$ cat config.mk
export PLATFORM = sky130hd
export DESIGN_NAME = fetch_unit
export DESIGN_NICKNAME = d
export VERILOG_FILES = /design/src/rtl/fetch_unit.sv
export SDC_FILE = /design/constraint.sdc
export NUM_CORES = 1
export LEC_CHECK = 0
export BUFFER_PORTS_ARGS = -buffer_cell sky130_fd_sc_hd__buf_4
export CORE_MARGIN = 2
export CORE_UTILIZATION = 47
export CTS_BUF_LIST = sky130_fd_sc_hd__clkbuf_4
export DETAILED_ROUTE_END_ITERATION = 8
export PLACE_DENSITY = 0.9
export SLEW_MARGIN = 10
export SYNTH_ARGS = -nofsm -noshare
export SYNTH_HDL_FRONTEND = slang
export SYNTH_SLANG_ARGS = --single-unit
$ cat constraint.sdc
create_clock -name clk -period 3.85 [get_ports clk]
set_clock_uncertainty 0.15 [all_clocks]
set_input_delay 0.385 -clock clk [delete_from_list [all_inputs] [get_ports clk]]
set_output_delay 0.385 -clock clk [all_outputs]
set_load 0.05 [all_outputs]
$ cat src/rtl/fetch_unit.sv
// Instruction fetch unit: one outstanding imem request, a one-entry
// hold register toward decode, and flush/redirect handling.
module fetch_unit #(
   parameter logic [31:0] RESET_PC = 32'h0000_3000
) (
   input  logic        clk,
   input  logic        reset,
   input  logic [31:0] npc,
   input  logic        flush,
   input  logic [31:0] flush_pc,
   output logic        imem_req,
   output logic [31:0] imem_addr,
   input  logic        imem_ready,
   input  logic        imem_rvalid,
   input  logic [31:0] imem_rdata,
   output logic [31:0] instr,
   output logic [31:0] instr_pc,
   output logic        instr_valid,
   input  logic        instr_ready,
   output logic        instr_exc,
   output logic [31:0] pc,
   output logic [31:0] pc4
);

   typedef enum logic [1:0] {
      FETCH = 2'd0,
      WAIT  = 2'd1,
      HOLD  = 2'd2
   } state_t;

   state_t      state_q;
   logic [31:0] pc_q;
   logic        discard_q;
   logic [31:0] instr_q;
   logic [31:0] instr_pc_q;
   logic        instr_exc_q;
   logic        instr_valid_q;
   logic        aligned;

   assign aligned     = (pc_q[1:0] == 2'b00);
   // Gated by reset so no request leaks out while reset is held.
   assign imem_req    = (state_q == FETCH) && aligned && !reset;
   assign imem_addr   = pc_q;
   assign pc          = pc_q;
   assign pc4         = pc_q + 32'd4;
   assign instr       = instr_q;
   assign instr_pc    = instr_pc_q;
   assign instr_exc   = instr_exc_q;
   assign instr_valid = instr_valid_q;

   always_ff @(posedge clk or posedge reset) begin
      if (reset) begin
         state_q       <= FETCH;
         pc_q          <= RESET_PC;
         discard_q     <= 1'b0;
         instr_q       <= 32'h0;
         instr_pc_q    <= 32'h0;
         instr_exc_q   <= 1'b0;
         instr_valid_q <= 1'b0;
      end else begin
         unique case (state_q)
            FETCH: begin
               if (aligned) begin
                  if (imem_ready) begin
                     state_q <= WAIT;
                     if (flush) begin
                        discard_q <= 1'b1;
                        pc_q      <= flush_pc;
                     end
                  end else if (flush) begin
                     pc_q <= flush_pc;
                  end
               end else if (flush) begin
                  pc_q <= flush_pc;
               end else begin
                  state_q       <= HOLD;
                  instr_q       <= 32'h0;
                  instr_pc_q    <= pc_q;
                  instr_exc_q   <= 1'b1;
                  instr_valid_q <= 1'b1;
               end
            end
            WAIT: begin
               if (imem_rvalid) begin
                  if (discard_q || flush) begin
                     discard_q <= 1'b0;
                     state_q   <= FETCH;
                     if (flush) pc_q <= flush_pc;
                  end else begin
                     state_q       <= HOLD;
                     instr_q       <= imem_rdata;
                     instr_pc_q    <= pc_q;
                     instr_exc_q   <= 1'b0;
                     instr_valid_q <= 1'b1;
                  end
               end else if (flush) begin
                  discard_q <= 1'b1;
                  pc_q      <= flush_pc;
               end
            end
            HOLD: begin
               if (flush) begin
                  pc_q          <= flush_pc;
                  instr_valid_q <= 1'b0;
                  state_q       <= FETCH;
               end else if (instr_ready) begin
                  pc_q          <= npc;
                  instr_valid_q <= 1'b0;
                  state_q       <= FETCH;
               end
            end
            default: begin
               state_q <= FETCH;
            end
         endcase
      end
   end

endmodule

==> results.py <==
metrics = {
    "status": {
        "run_status": "finished clean",
    },
    "sta": {
        "max_slew_margin": 0.313,
        "fin_crit_ns": 3.01,
        "fin_crit_sh": 0.782,
        "drv_slew": 0,
        "fin_setup_tns_ns": 0,
        "tightest_slew_ns": 1.03,
        "setup_viol": 0,
        "hold_violations": 0,
        "clock.fmax_ghz": 0.332,
        "rsz0062_at_grt": "no",
        "hold-worst-slack_ns": 0.0258,
    },
    "clock_network": {
        "hold_buffers": 18,
        "clkTransAtPathRegs_ns": 0.15,
        "cts.sinks": 101,
        "cts_tree": "built",
        "clock_path_buffers": 2,
        "root_buffer": "clkbuf_4",
        "cts_setup_buffers": 0,
        "cts_max_level": 3,
        "clk_latency_ns": 0.43,
        "cts-buffers-inserted": 9,
        "cts.repair.resized": 0,
    },
    "drt": {
        "routed_via_density": 5.22,
        "drtIter0Drc": 244,
        "vias": 4210,
        "postRouteAntennaNets": 0,
        "wire_per_inst_um": 17.7,
        "drt-total-wl_mm": 14.3,
        "drc": 0,
        "drt_first_pass_iters": 4,
    },
    "power_and_ir_drop": {
        "ir_worst_vdd_v": 0.000710,
        "internal-power_uw": 3210,
        "switching_share": 0.559,
        "power_density_nw_per_um2": 1020,
        "p_leak_uw": 0.00351,
        "p_comb_frac": 0.645,
        "p_sw_uw": 4060,
        "clkPwrFrac": 0.084,
        "pwr-share-seq": 0.271,
    },
    "placed_design": {
        "io_buffers": 264,
        "hpwl_mm": 10.1,
        "gp_congestion": 0.836,
        "post-place-cells": 769,
        "place_area_um2": 6730,
    },
    "cells_and_area": {
        "syn_to_final_growth_pct": 43.9,
        "fin_util": 0.691,
        "diodes": 0,
        "drive_gt1_frac": 0.496,
        "multiInputGateArea_um2": 1980,
        "seqCellArea_um2": 2530,
        "fill_cells": 745,
        "final_area_um2": 7100,
        "nNetsFinal": 768,
        "finalNonFillerCells": 806,
    },
    "yosys": {
        "ys_ff_latch": 101,
        "synth.distinct_cells": 38,
        "syn_area_per_cell_um2": 11.7,
        "yosysTopAreaCellShare": 0.502,
        "synth.cell_area_um2": 4940,
        "seq_area_frac_synth": 0.512,
        "yosys_warnings": 0,
        "yosysTopAreaCell": "dfrtp_1",
        "syn_nets": 526,
        "synth_area_leaders": "dfrtp_1 50%, mux2i_1 6.5%, mux2_2 6.2%, a22o_1 5.7%, buf_4 5.6%",
        "postSynthCellCount": 423,
    },
    "global_route": {
        "grt_pass1_vias": 4245,
        "grt_first_pass_wirelength_mm": 22.1,
        "grt_usage": 0.249,
        "grt_overflow": 0,
        "antenna_found_initial": 0,
        "grt_max_degree": 70,
    },
    "min_path": {
        "hp-class": "in -> reg",
    },
    "floorplan": {
        "die_w_um": 106,
        "io_pins": 265,
        "die_area_um2": 11300,
        "core_area_um2": 10300,
        "start_util": 0.480,
        "fp-row-count": 37,
        "fp.dieH_um": 106,
    },
    "worst_setup_path": {
        "worstPathMaxFanout": 9,
        "cp-end-kind": "primary output",
        "required_ns": 3.31,
        "start_kind": "flip-flop",
        "crit_arrival_ns": 2.48,
        "critPathKind": "reg -> out",
    },
    "flow_run": {
        "max_cap_viol_count": 0,
    },
}
[Yosys cell counts, drive strengths merged]
cell,number
a22o,32
mux2i,32
o22ai,1
nor4b,1
xnor2,23
and2,1
o31a,1
nor4,1
xor2,5
and4,3
dfrtp,99
a21o,1
nand3,11
a21oi,3
mux2,33
ha,1
o21ai,35
o22a,1
nor3b,2
nor3,3
dfstp,2
nor2,9
buf,53
nand4,12
and3,4
clkbuf,7
inv,5
nand2,42
[layer usage]
layer  GRT usage  share of wire  up-vias
met5           0              0        -
met1       0.304           0.38     2061
li1            -              -     1946
met3      0.0399          0.063       21
met2       0.445           0.53      182
met4      0.0863          0.019        0
[final cells by class]
| cell class | count | share of cell area |
|---|---|---|
| clock buffers | 12 | 0.0127 |
| clock inverters | 4 | 0.0102 |
| inverters | 5 | 0.00299 |
| multi-input cells | 257 | 0.279 |
| flip-flops and latches | 101 | 0.356 |
| well taps | 136 | 0.0240 |
| repair buffers | 291 | 0.315 |
[sequential cells by signal, summed over array words and instances (netlist names)]
register,cells
instr_valid,1
instr_exc,1
imem_addr,32
instr_pc,32
instr,32
state_q,2
discard_q,1
[stage by stage]
step | total power (µW) | setup WS (ns)
2_1_floorplan | 5410 | 0.671
3_3_place_gp | 6560 | 1.45
3_5_place_dp | 6650 | 1.34
4_1_cts | 7280 | 0.819
5_1_grt | 7570 | 0.648
6_report | 7260 | 0.838
[logic make-up after synthesis]
family / count (synthesis) / share of synthesized area
buf+inv: 65 / 0.0882
compound gates: 74 / 0.103
fa+ha+maj: 1 / 0.00253
flops: 101 / 0.512
mux: 65 / 0.145
simple gates: 89 / 0.0996
xor+xnor: 28 / 0.0497
[power groups by stage]
stage          sequential [µW]  combinational, µW  clock (µW)
2_1_floorplan             3150               2260           0
3_3_place_gp              1940               4620           0
3_5_place_dp              1980               4680           0
4_1_cts                   1960               4700         627
5_1_grt                   2030               4860         678
6_report                  1970               4680         612
[critical path: stages (launching register included)]
cell and delay [ns]:
dfrtp_1 0.53, ha_1 0.24, nand3_1 0.24, nor3_4 0.44, nand3_1 0.17, xnor2_1 0.19, buf_4 0.22
[cell usage in the layout (no fill, tap or decap), types with 3 or more instances in the layout]
cell type / instances
a21oi_1: 3
a22o_1: 32
and3_1: 4
and4_1: 3
buf_4: 270
clkbuf_4: 12
dfrtp_1: 99
dlygate4sd3_1: 21
inv_1: 4
mux2_2: 27
mux2_4: 6
mux2i_1: 32
nand2_1: 40
nand3_1: 10
nand4_1: 10
nor2_1: 9
o21ai_0: 28
o21ai_1: 7
xnor2_1: 23
xor2_1: 5
[worst paths after layout]
| check | startpoint | endpoint | slack (ns) | cells past startpoint |
|---|---|---|---|---|
| min in group asynchronous | reset | imem_addr[0] | 0.54 | 3 |
| setup reg to reg | imem_addr[0] | instr[16] | 1.29 | 5 |
| max in group asynchronous | reset | imem_addr[23] | 2.08 | 4 |
| hold reg to reg | instr_pc[23] | instr_pc[23] | 0.37 | 1 |
| hold / removal | imem_rdata[17] | instr[17] | 0.03 | 2 |
| setup / recovery | imem_addr[2] | pc4[20] | 0.84 | 6 |
No activity file was read; power rests on OpenSTA's default activity.
